## src/rtl/calculator_seq_core.sv

```systemverilog
// calculator_seq_core: debounced-button calculator with add/sub/logic/accumulate, shift-add multiply and restoring divide; define CALC_REM_EN to return the divide remainder in the upper half
module calculator_seq_core #(
  parameter int WIDTH = 8,
  parameter int DB_CYCLES = 20000
) (
  input  logic               clk,
  input  logic               rst,
  input  logic               button,
  input  logic [2:0]         func,
  input  logic [WIDTH-1:0]   num1,
  input  logic [WIDTH-1:0]   num2,
  output logic [2*WIDTH-1:0] cal_result,
  output logic               button_new,
  output logic               busy,
  output logic               done,
  output logic               err
);
  localparam int RW = 2 * WIDTH;
  localparam int CW = $clog2(DB_CYCLES + 1);
  localparam int IW = $clog2(WIDTH);
  typedef enum logic [1:0] {IDLE, MUL, DIV, DONE} state_t;
  state_t state_q, state_d;
  logic sync1_q, sync2_q, db_q, db_d, db_dly_q;
  logic button_new_q, button_new_d, done_q, done_d, err_q, err_d;
  logic [CW-1:0] db_cnt_q, db_cnt_d, db_cnt_inc;
  logic [RW-1:0] res_q, res_d, acc_q, acc_d, mcand_q, mcand_d, mul_nx, div_res, dz_res;
  logic [WIDTH-1:0] sh_q, sh_d, rem_q, rem_d, dvs_q, dvs_d, rem_nx, quo_nx;
  logic [WIDTH:0] trial, diff;
  logic [IW-1:0] it_q, it_d;
  logic ge, last, db_hit;
  assign db_cnt_inc = db_cnt_q + 1'b1;
  assign db_hit = db_cnt_inc == CW'(DB_CYCLES);
  assign mul_nx = sh_q[0] ? acc_q + mcand_q : acc_q;
  assign trial = {rem_q, sh_q[WIDTH-1]};
  assign diff = trial - {1'b0, dvs_q};
  // the partial remainder stays below the divisor, so a set top bit can only mean a borrow
  assign ge = ~diff[WIDTH];
  assign rem_nx = ge ? diff[WIDTH-1:0] : trial[WIDTH-1:0];
  assign quo_nx = {sh_q[WIDTH-2:0], ge};
  assign last = it_q == IW'(WIDTH - 1);
`ifdef CALC_REM_EN
  assign div_res = {rem_nx, quo_nx};
  assign dz_res = {num1, {WIDTH{1'b1}}};
`else
  assign div_res = {{WIDTH{1'b0}}, quo_nx};
  assign dz_res = '1;
`endif
  always_comb begin
    state_d = state_q;
    db_d = db_q;
    db_cnt_d = '0;
    button_new_d = db_q & ~db_dly_q;
    done_d = 1'b0;
    err_d = err_q;
    res_d = res_q;
    acc_d = acc_q;
    mcand_d = mcand_q;
    sh_d = sh_q;
    rem_d = rem_q;
    dvs_d = dvs_q;
    it_d = it_q;
    if (sync2_q != db_q) begin
      db_cnt_d = db_hit ? '0 : db_cnt_inc;
      db_d = db_hit ? ~db_q : db_q;
    end
    case (state_q)
      IDLE: if (button_new_q) begin
        state_d = DONE;
        done_d = 1'b1;
        err_d = 1'b0;
        it_d = '0;
        acc_d = '0;
        mcand_d = {{WIDTH{1'b0}}, num1};
        sh_d = (func == 3'b011) ? num1 : num2;
        rem_d = '0;
        dvs_d = num2;
        case (func)
          3'b000: res_d = {{WIDTH{1'b0}}, num1} + {{WIDTH{1'b0}}, num2};
          3'b001: res_d = {{WIDTH{1'b0}}, num1} - {{WIDTH{1'b0}}, num2};
          3'b010: begin
            state_d = MUL;
            done_d = 1'b0;
          end
          3'b011: begin
            state_d = (num2 == '0) ? DONE : DIV;
            done_d = num2 == '0;
            err_d = num2 == '0;
            res_d = (num2 == '0) ? dz_res : res_q;
          end
          3'b100: res_d = {{WIDTH{1'b0}}, num1 & num2};
          3'b101: res_d = {{WIDTH{1'b0}}, num1 | num2};
          3'b110: res_d = {{WIDTH{1'b0}}, num1 ^ num2};
          default: res_d = res_q + {{WIDTH{1'b0}}, num1};
        endcase
      end
      MUL: begin
        acc_d = mul_nx;
        mcand_d = mcand_q << 1;
        sh_d = sh_q >> 1;
        it_d = it_q + 1'b1;
        state_d = last ? DONE : MUL;
        done_d = last;
        res_d = last ? mul_nx : res_q;
      end
      DIV: begin
        rem_d = rem_nx;
        sh_d = quo_nx;
        it_d = it_q + 1'b1;
        state_d = last ? DONE : DIV;
        done_d = last;
        res_d = last ? div_res : res_q;
      end
      default: state_d = IDLE;
    endcase
  end
  always_ff @(posedge clk) begin
    if (!rst) begin
      state_q <= IDLE;
      sync1_q <= 1'b0;
      sync2_q <= 1'b0;
      db_q <= 1'b0;
      db_dly_q <= 1'b0;
      db_cnt_q <= '0;
      button_new_q <= 1'b0;
      done_q <= 1'b0;
      err_q <= 1'b0;
      res_q <= '0;
      acc_q <= '0;
      mcand_q <= '0;
      sh_q <= '0;
      rem_q <= '0;
      dvs_q <= '0;
      it_q <= '0;
    end else begin
      state_q <= state_d;
      sync1_q <= button;
      sync2_q <= sync1_q;
      db_q <= db_d;
      db_dly_q <= db_q;
      db_cnt_q <= db_cnt_d;
      button_new_q <= button_new_d;
      done_q <= done_d;
      err_q <= err_d;
      res_q <= res_d;
      acc_q <= acc_d;
      mcand_q <= mcand_d;
      sh_q <= sh_d;
      rem_q <= rem_d;
      dvs_q <= dvs_d;
      it_q <= it_d;
    end
  end
  assign cal_result = res_q;
  assign button_new = button_new_q;
  assign busy = (state_q == MUL) || (state_q == DIV);
  assign done = done_q;
  assign err = err_q;
endmodule

```

## config.mk

```make
export PLATFORM = sky130hd
export DESIGN_NAME = calculator_seq_core
export DESIGN_NICKNAME = d
export VERILOG_FILES = /design/src/rtl/calculator_seq_core.sv
export SDC_FILE = /design/constraint.sdc
export NUM_CORES = 1
export LEC_CHECK = 0
export CAP_MARGIN = 20
export CORE_MARGIN = 4
export CORE_UTILIZATION = 45
export CTS_BUF_LIST = sky130_fd_sc_hd__clkbuf_16
export DETAILED_ROUTE_END_ITERATION = 10
export PLACE_DENSITY_LB_ADDON = 0.25
export SETUP_SLACK_MARGIN = 0.02
export SYNTH_ARGS = -nofsm -noshare
export SYNTH_HDL_FRONTEND = slang
export SYNTH_SLANG_ARGS = --single-unit
```

## constraint.sdc

```tcl
create_clock -name clk -period 2.6 [get_ports clk]
set_input_delay 0.26 -clock clk [delete_from_list [all_inputs] [get_ports clk]]
set_output_delay 0.26 -clock clk [all_outputs]
set_load 0.01 [all_outputs]
```

* Yosys cells after proc, flatten, opt, wreduce, memory -nomap -nowiden
Cells that the tools add are included.
** Word-level totals
- Register bits :: 99
- Word-level logic and storage cells :: 94
** Cells by class
- $add $sub $neg :: 7
- Bitwise gates (word level) :: 9
- Equality and inequality tests :: 16
- Mux-type cells :: 29
- Reductions and logical operators :: 17
** Operators by type and width (count)
- two-way mux 16 bit :: 7
- one-hot mux 16 bit (7 select lines) :: 1
- one-hot mux 16 bit (2 select lines) :: 2
- one-hot mux 16 bit (3 select lines) :: 1
- two-way mux 8 bit :: 4
- one-hot mux 8 bit (3 select lines) :: 1
- adder 16 bit :: 1
- adder 16 x 8 -> 16 bit :: 1
- one-hot mux 8 bit (2 select lines) :: 1
- adder 15 x 1 -> 15 bit, second input constant :: 1
- == test 15 bit, second input constant :: 1
- == test 3 bit, second input constant :: 4
- AND reduction 2 bit :: 6
- adder 8 x 8 -> 9 bit :: 1
- subtractor 8 x 8 -> 9 bit :: 1
- subtractor 9 x 8 -> 9 bit :: 1
- bitwise AND 8 bit :: 1
- logical NOT 8 bit :: 1
- inequality test 2 bit, second input constant :: 4
- OR 8 bit :: 1
- XOR 8 bit :: 1
- == test 3 x 2 -> 1 bit, second input constant :: 2
- one-hot mux 2 bit (3 select lines) :: 1
- one-hot mux 3 bit (2 select lines) :: 1
- other kinds (21) :: 32

* Depth between registers and ports, before layout
Gate-level depths: netlist of run 1.
- Depth in word-level cells :: 5
- Depth in mapped cells :: 12

* Worst setup path before layout of run 1
Ideal clock, no wire load.
- Path kind :: register to register
- From :: register sh_q[7]
- To :: register sh_q[0]
- Arrival time :: 2.483 ns
- Stages on the path, launching flop included :: 13
- Required time :: 2.530 ns
- Slack :: 0.047 ns
- Clock period less this slack :: 2.553 ns
- Buffers on the path :: 0
- Path through :: dfxtp_1 inv_1 ha_1 inv_1 fa_1 a21oi_1 o211ai_1 nor3_1 o21bai_2 xor2_2 nand2_2 a311o_1 a21oi_1
** Between the ends
- Cells in the longest elaborated chain, start to end :: 3
** Ends and longest elaborated chain
- start: declaration :: RTL line 27 : logic [WIDTH-1:0] sh_q, sh_d, rem_q, rem_d, dvs_q, dvs_d, rem_nx, quo_nx;
- start signal: assignment :: RTL line 130 : sh_q <= '0;
- start signal: assignment :: RTL line 147 : sh_q <= sh_d;
- subtractor 9 x 8 -> 9 bit :: RTL line 35 : assign diff = trial - {1'b0, dvs_q};
- NOT 1 bit :: RTL line 37 : assign ge = ~diff[WIDTH];
- one-hot mux 8 bit (3 select lines) :: RTL line 66 : case (state_q)
Every way passes these cells.
A chain may end at the register's enable or synchronous reset.

* Final worst setup path of run 1
Ends and elaborated chain as after synthesis.

==> results of run 1 <==
[flip-flops by register name, indices dropped and copies added (netlist names), 3 cells and up]
signal,cells
it_q,3
db_cnt_q,15
rem_q,8
cal_result,16
dvs_q,8
mcand_q,16
sh_q,8
acc_q,16
[synth_stat cells, types with 4 or more instances]
cell / number
nand3_1: 42
o211a_1: 9
nand4_1: 8
xnor2_1: 27
nor2_1: 90
and3_1: 9
and2_1: 16
o21a_1: 4
o21ai_0: 48
or3_1: 4
a311oi_1: 7
inv_1: 43
dfxtp_1: 99
a21boi_0: 4
a2111oi_0: 4
buf_1: 4
nand2b_1: 10
a221oi_1: 8
buf_2: 4
nand2_1: 113
a22oi_1: 10
nor3_1: 16
o22ai_1: 5
xor2_1: 20
ha_1: 67
nor2b_1: 8
clkbuf_1: 40
mux2i_1: 14
o211ai_1: 13
a21o_1: 10
nor4_1: 5
o21ai_1: 4
o21bai_1: 5
fa_1: 5
mux2_2: 5
o31ai_1: 5
a31oi_1: 10
a211oi_1: 14
a21oi_1: 78
[power by group through the flow]
stage / sequential, mW / combinational, mW / clock [mW]
detailed placement: 1.90 / 3.40 / 0
global route: 1.90 / 3.92 / 1.54
global placement: 1.90 / 3.41 / 0
finish: 1.87 / 3.58 / 1.45
CTS: 1.87 / 3.43 / 1.48
floorplan: 1.90 / 1.98 / 0
[what timing repair did]
action / 4_1_cts / 5_1_grt
endpoints found under the setup margin: 6 / 35
gates resized for setup: 7 / 45
pin swaps: 1 / 24
hold buffers: 0 / 0
cloned: 0 / 1
setup buffers: 0 / 5
[worst paths after layout]
kind	from	to	depth (start not counted)
hold / removal	num2[1]	dvs_q[1]	4
hold reg to reg	db_dly_q	button_new	1
setup reg to reg	sh_q[7]	sh_q[0]	13
setup / recovery	sh_q[7]	sh_q[0]	13
[cell type report]
cell class | instances | area, um^2 | area share
tap | 216 | 270 | 0.0295
sequential | 99 | 1990 | 0.217
timing repair buffer | 152 | 1320 | 0.144
inverter | 45 | 169 | 0.0185
clock buffer | 9 | 225 | 0.0246
clock inverter | 7 | 90.1 | 0.00985
multi-input combinational | 744 | 5090 | 0.556
[metrics by stage]
step	setup TNS (ns)	instance area (um^2)	util
finish	-0.0490	9150	0.576
global route	-0.654	9150	0.576
CTS	0	8940	0.563
detailed placement	-3.39	8600	0.541
global placement	-2.96	8600	0.541
floorplan	0	7270	-
[layout by cell type (no fill, tap or decap), types with 5 or more instances in the layout]
master             n
nand2b_1          10
nor2b_1            8
o31ai_1            5
clkdlybuf4s50_1   38
o21bai_1           5
a221oi_1           6
xnor2_1           27
a21oi_1           71
nor2_1            89
inv_1             41
nor3_1            16
nand4_1            8
mux2_2             5
dfxtp_1           96
a22oi_1           10
nor4_1             5
o211ai_1          13
o211a_1            9
a31oi_1           10
mux2i_1           14
o21ai_0           38
a21oi_2            7
ha_1              65
clkbuf_16         10
fa_2               5
and2_1            15
nand2_1          113
a21o_1            10
xor2_1            20
a311oi_1           6
and3_1             9
o22ai_1            5
o21ai_1           13
nand3_1           42
buf_4            105
a211oi_1          13
[tightest hold or removal path, cell delays in order]
cell            delay (ns)
dlymetal6s2s_1        0.16
buf_4                 0.16
nand2_1               0.05
a21oi_1               0.05
[logic make-up after synthesis]
| group | synth area share |
|---|---|
| and+or+nand+nor | 0.211 |
| AOI/OAI and AO/OA | 0.250 |
| DFF | 0.273 |
| buffers and inverters | 0.0487 |
| adders and majority gates | 0.129 |
| xor gates and xnor gates | 0.0589 |
| muxes | 0.0301 |
[routing by layer]
layer | track usage | share of wire | up-vias
li1 | - | - | 3590
met1 | 0.313 | 0.46 | 3323
met2 | 0.367 | 0.47 | 152
met3 | 0.0399 | 0.047 | 33
met4 | 0.0683 | 0.019 | 2
met5 | 0 | 0.00063 | -
==> flow_metrics.tcl, run 1 <==
set metrics [dict create \
    outcome "finished with violations" \
    violations "setup timing" \
    synth_cell_types 75 \
    cp-start-kind "flop" \
    htree_levels 3 \
    clock_path_buffers 2 \
    setup_violations 1 \
    crit_type "reg -> reg" \
    synth_cells 936 \
    clkPwrFrac 0.210 \
    grt_first_pass_wirelength_mm 33.7 \
    diodes 0 \
    final_nets 1145 \
    intPower_mw 3.95 \
    slew-limit-headroom 0.521 \
    drtIter0Drc 536 \
    finalWorstSetupSlack_ns -0.0490 \
    cts-root-buf "clkbuf_16" \
    vias 7100 \
    fin_crit_ns 2.65 \
    finalPower_mw 6.91 \
    ant_nets 0 \
    io_buffers 41 \
    switchingPower_mw 2.96 \
    cp_cell_sequence "inv_2 > ha_4 > inv_2 > fa_2 > a21oi_2 > o211ai_1 > nor3_1 > o21bai_2 > xor2_2 > buf_12 > nand2_4 > a311o_1 > a21oi_1" \
    synth_edf_count 0 \
    grt_start_max_net_pins 45 \
    wl_per_cell_um 16.3 \
    cts_tree "built" \
    switching_share 0.428 \
    gp_congestion 0.918 \
    clkLatencyLatePin_ns 0.36 \
    crit_path_max_fanout 5 \
    fin_crit_sh 1.02 \
    worstPathRequired_ns 2.89 \
    clock_skew_ns 0.00922 \
    synth-seq-area-share 0.273 \
    place_inst 1249 \
    path_buf_inv 3 \
    hold_viol_final 0 \
    synth_warnings 0 \
    clk_pin_slew_ns 0.08 \
    worstPathArrival_ns 2.94 \
    antenna_found_initial 1 \
    fin_cells 1272 \
    cap_violations 0 \
    ys_async_sr_fraction 0 \
    rows 46 \
    cp_common_cell "inv_2" \
    cpMaxStageDelayCell "a311o_1" \
    vias_per_cell 5.58 \
    grt_remaining_overflow 0 \
    power_frac_seq 0.271 \
    grt_pass1_vias 6620 \
    die_w_um 135 \
    rsz0062_at_grt "true" \
    drc 0 \
    syn_avg_cell_area_um2 7.77 \
    ys_ff_latch 99 \
    die_area_mm2 0.0183 \
    min_path_type "in -> reg" \
    holdWs_ns 0.361 \
    slowest_delay_ns 0.38 \
    syn2layout_area_growth_pct 25.8 \
    ff2ff_setup_slack_ns -0.05 \
    io_pins 42 \
    crit_family "compound AO/OA/AOI/OAI gates" \
    hpwl_mm 15.8 \
    core_mm2 0.0159 \
    drv_slew 0 \
    syn_nets 1030 \
    clock_sinks 99 \
    initial_core_util 0.458 \
    fmax_mhz 378 \
    firstDrtPassIters 5 \
    fill_cells 1511 \
    netlist_area_mm2 0.00727 \
    die-height_um 135 \
    ys.flop_type "dfxtp_1" \
    yosys.area.top_type "dfxtp_1" \
    comb_power_share 0.519 \
    cts_buffers 9 \
    grt_usage 0.228 \
    yosysTopAreaCellShare 0.273 \
    drive_above_1_share 0.170 \
    synth_area_leaders "dfxtp_1 27%, ha_1 12%, nand2_1 5.8%, a21oi_1 5.4%, nor2_1 4.6%" \
    p_leak_nw 3.90 \
    ir_worst_vdd_uv 466 \
    power_density_mw_per_mm2 756 \
    tightest_slew_ns 0.713 \
    endpoint_kind "flop" \
    dpl_worst_slack_ns -0.409 \
    routed_wirelength_mm 20.8 \
]
Power figures use the tool's default switching activity.
==> run 2, diff against run 1 <==
CORE_MARGIN = 2   (was 4)
SKIP_CTS_REPAIR_TIMING = 1   (was unset)
==> run 2 against run 1 <==
Effect of this change: register-to-register slack improved by 0.09 ns; critical path depth did not move; highest routed layer is now met4; wire length rose by 0.94%; sequential power barely moved; the flow now finishes without violations.
==> flow_metrics.tcl, run 2 (same netlist as run 1, synthesis figures left out) <==
set metrics [dict create \
    routed_wirelength_mm 21.0 \
    cts_tree "built" \
    vias_per_cell 5.61 \
    antenna_found_initial 1 \
    initial_core_util 0.459 \
    die_area_mm2 0.0172 \
    ir_worst_vdd_uv 559 \
    grt_start_max_net_pins 49 \
    cap_violations 0 \
    gp_congestion 0.907 \
    crit_type "reg -> reg" \
    vias 7119 \
    grt_pass1_vias 6754 \
    cp-start-kind "flop" \
    fin_crit_sh 0.983 \
    slew-limit-headroom 0.222 \
    rows 46 \
    crit_start "sh_q[7]" \
    stdcell_area_mm2 0.00915 \
    drtIter0Drc 533 \
    core_mm2 0.0158 \
    htree_levels 3 \
    crit_path_end "sh_q[0]" \
    drv_slew 0 \
    ant_nets 0 \
    clock_skew_ns 0.0104 \
    clk_pin_slew_ns 0.07 \
    grt_remaining_overflow 0 \
    cts_buffers 9 \
    fin_crit_ns 2.56 \
    wl_per_cell_um 16.5 \
    cts-root-buf "clkbuf_16" \
    drc 0 \
    worstPathArrival_ns 2.85 \
    grt_usage 0.240 \
    io_buffers 41 \
    hold_viol_final 0 \
    min_path_type "reg -> reg" \
    crit_path_max_fanout 5 \
    final_nets 1142 \
    reg2reg_to "sh_q[0]" \
    place_area_mm2 0.00860 \
    worstPathRequired_ns 2.90 \
    outcome "completed" \
    clock_path_buffers 2 \
    drive_above_1_share 0.170 \
    layout_common_cells "113 x nand2_1, 102 x buf_4, 95 x dfxtp_1" \
    clkLatencyLatePin_ns 0.36 \
    ff2ff_setup_slack_ns 0.04 \
    rsz0062_at_grt "true" \
    die_w_um 131 \
    worstReg2RegStart "sh_q[7]" \
    fmax_mhz 391 \
    reg2reg_depth 13 \
    utilization 0.578 \
    power_density_mw_per_mm2 745 \
    endpoint_kind "flop" \
    setup_violations 0 \
    grt_first_pass_wirelength_mm 33.9 \
    tightest_slew_ns 1.16 \
    die-height_um 131 \
    p_leak_nw 3.87 \
    firstDrtPassIters 4 \
    hpwl_mm 15.5 \
    syn2layout_area_growth_pct 25.8 \
    layout_commonest_cell "nand2_1" \
    io_pins 42 \
    clock_sinks 99 \
]
[run 2: cell types whose count changed in the layout (fill, tap and decap cells not counted), moves of 2 or more]
cell and change:
buf_4 -3, inv_8 -3, fa_1 +2, fa_2 -2, mux2i_1 -2, mux2i_2 +2, nor3_1 -2, nor3_2 +2
o21ai_0 -2, o21ai_2 +2
[run 2: how the worst min path moves through the flow]
stage | start | endpoint | slack, ns | cells past startpoint
final | db_dly_q | button_new | 0.38 | 1
after CTS | db_dly_q | button_new | 0.39 | 1
after detailed placement | db_dly_q | button_new | 0.38 | 1
after global placement | db_dly_q | button_new | 0.37 | 1
after global routing | num2[1] | dvs_q[1] | 0.39 | 4
after floorplan | db_dly_q | button_new | 0.37 | 1
[run 2: metal layers]
layer  track usage  part of all wire
met5             0                 0
met4        0.0827             0.024
met3        0.0482             0.051
met2         0.381              0.46
met1         0.326              0.47
[run 2: where the power goes]
part	switching [mW]	leakage (nW)	internal [mW]	total [mW]
registers	0.190	0.802	1.70	1.89
logic	2.10	2.93	1.48	3.58
clock network	0.611	0.143	0.743	1.35
[run 2: final cells by class]
| cell class | instances | area (um^2) |
|---|---|---|
| antenna | 1 | 2.50 |
| sequential | 99 | 1990 |
| clock inverter | 6 | 65.1 |
| clock buffer | 9 | 225 |
| fill | 1483 | 6680 |
| inverter | 45 | 169 |
| multi-input combinational | 744 | 5120 |
| tap | 216 | 270 |
| timing repair buffer | 149 | 1310 |
[run 2: critical path: stages (launching register included)]
cell and delay (ns):
dfxtp_2 0.33, inv_2 0.06, ha_4 0.13, inv_2 0.03, fa_2 0.34, a21oi_2 0.17, o211ai_1 0.15, nor3_2 0.23
o21bai_2 0.11, xor2_2 0.26, buf_12 0.17, nand2_4 0.05, a311o_1 0.33, a21oi_2 0.12
[run 2: metrics by stage]
step	hold WS, ns	power (mW)	TNS [ns]	instances	setup slack (ns)
final	0.384	6.82	0	1269	0.0439
after floorplan	0.368	3.88	0	936	0.0470
after CTS	0.387	6.72	-0.261	1263	-0.0743
after detailed placement	0.377	5.35	-2.96	1248	-0.402
after global routing	0.390	7.26	-0.205	1268	-0.0572
after global placement	0.372	5.35	-2.72	1248	-0.320
==> run 3, diff against run 2 <==
CORE_MARGIN = 1   (was 2)
==> run 3 against run 2 <==
Effect of this change: cell count about the same; wire length increased by 0.70%; critical path type unchanged; die area decreased by 3.0%; total power about the same; combinational power fell by 2%; via count is essentially flat; largest cell class unchanged; global-route usage rose by 1.7 points; register-to-register slack worse by 0.05 ns; critical endpoint unchanged; first-iteration DRC count down 11%; core utilization down 0.29 points; highest routed layer unchanged; the flow now finishes with violations (setup timing).
==> flow_metrics.tcl, run 3 (same netlist as run 1, synthesis figures left out) <==
set metrics [dict create \
    grt_remaining_overflow 0 \
    route.met3.wl_mm 1.12 \
    layout_common_cells "113 x nand2_1, 100 x buf_4, 95 x dfxtp_1" \
    wl_per_cell_um 16.6 \
    gp_congestion 0.874 \
    die-height_um 129 \
    vias_per_cell 5.61 \
    min-delay-start "db_dly_q" \
    cts-root-buf "clkbuf_16" \
    fmax_mhz 384 \
    io_buffers 41 \
    worstPathRequired_ns 2.89 \
    grt_first_pass_wirelength_mm 33.6 \
    htree_levels 3 \
    stdcell_area_mm2 0.00910 \
    dpl_worst_slack_ns -0.416 \
    antenna_found_initial 0 \
    finalPower_mw 6.82 \
    hold_viol_final 0 \
    fin_crit_ns 2.60 \
    min_path_cells 1 \
    top_layer "met4" \
    io_pins 42 \
    clock_path_buffers 2 \
    crit_path_max_fanout 5 \
    ir_worst_vdd_uv 455 \
    clock_sinks 99 \
    clock_skew_ns 0.00737 \
    cts_buffers 9 \
    worstReg2RegStart "sh_q[7]" \
    p_leak_nw 3.86 \
    hpwl_mm 15.8 \
    rows 46 \
    tightest_slew_ns 0.762 \
    ff2ff_setup_slack_ns -0.004 \
    holdPathEnd "button_new" \
    cap_violations 0 \
    initial_core_util 0.459 \
    fin_crit_sh 1.00 \
    grt_usage 0.258 \
    min_path_type "reg -> reg" \
    worstPathArrival_ns 2.89 \
    violations "setup timing" \
    final_nets 1141 \
    drc 0 \
    rsz0062_at_grt "true" \
    drtIter0Drc 477 \
    diodes 0 \
    grt_start_max_net_pins 49 \
    place_area_mm2 0.00854 \
    syn2layout_area_growth_pct 25.2 \
    setup_violations 1 \
    clkLatencyLatePin_ns 0.36 \
    reg2reg_depth 13 \
    die_area_mm2 0.0167 \
    wl_met1_mm 9.82 \
    power_density_mw_per_mm2 749 \
    grt_pass1_vias 6597 \
    slew-limit-headroom 0.488 \
    routed_wirelength_mm 21.1 \
    core_mm2 0.0158 \
    cts_tree "built" \
    drive_above_1_share 0.164 \
    cp-start-kind "flop" \
    drv_slew 0 \
    finalWorstSetupSlack_ns -0.00392 \
    outcome "finished with violations" \
    reg2reg_to "sh_q[0]" \
    dr_wl_met2_mm 9.71 \
    die_w_um 129 \
    vias 7112 \
    crit_type "reg -> reg" \
    clk_pin_slew_ns 0.07 \
    ant_nets 0 \
    layout_commonest_cell "nand2_1" \
    endpoint_kind "flop" \
    firstDrtPassIters 5 \
]
run 3: cell types whose count changed in the layout (fill, tap and decap cells not counted), moves of 2 or more:
cell	previous run	this run
o21ai_2	3	1
mux2i_2	2	0
a21oi_2	8	6
mux2i_1	12	14
a211oi_2	0	2
inv_8	0	2
buf_4	102	100
a21oi_1	71	73
o21ai_0	36	39
run 3: how the worst max path moves through the flow:
stage / from / end / slack, ns / cells after the start
2_1_floorplan: sh_q[7] / sh_q[0] / 0.05 / 12
6_report: sh_q[7] / sh_q[0] / -0.004 / 13
5_1_grt: sh_q[7] / sh_q[0] / -0.07 / 13
3_5_place_dp: num1[1] / cal_result[7] / -0.42 / 11
3_3_place_gp: num1[1] / cal_result[7] / -0.34 / 11
4_1_cts: mcand_q[0] / cal_result[14] / -0.12 / 10
run 3: through the flow:
stage | cells | hold slack [ns] | utilization | setup TNS [ns]
global route | 1268 | 0.421 | 0.575 | -0.269
floorplan | 936 | 0.368 | - | 0
CTS | 1258 | 0.386 | 0.559 | -0.270
detailed placement | 1242 | 0.375 | 0.540 | -3.39
global placement | 1242 | 0.372 | 0.540 | -3.05
finish | 1268 | 0.384 | 0.575 | -0.00392
run 3: worst max-delay path, cell delays in order (launching register included):
cell and delay (ns):
dfxtp_2 0.33, inv_2 0.06, ha_4 0.12, inv_2 0.03
fa_2 0.36, a21oi_2 0.16, o211ai_1 0.15, nor3_2 0.20
o21bai_2 0.09, xor2_2 0.24, buf_12 0.16, nand2_4 0.05
a311o_1 0.38, a21oi_2 0.18
run 3: metal layers:
metal  vias to the layer above  GRT usage
met3                        31     0.0467
met5                         -          0
li1                       3574          -
met1                      3331      0.344
met4                         0     0.0782
met2                       176      0.422
run 3: area by class of cell:
class                   count  area, um^2
clock buffers               9         225
clock inverters             7        83.8
fillers                  1513        6730
inverters                  45         169
multi-input cells         744        5080
flip-flops and latches     99        1990
well taps                 216         270
repair buffers            148        1290
run 3: report_power, final:
| group | switching, mW | internal [mW] |
|---|---|---|
| registers | 0.192 | 1.70 |
| clock network | 0.648 | 0.765 |
| logic | 2.08 | 1.44 |
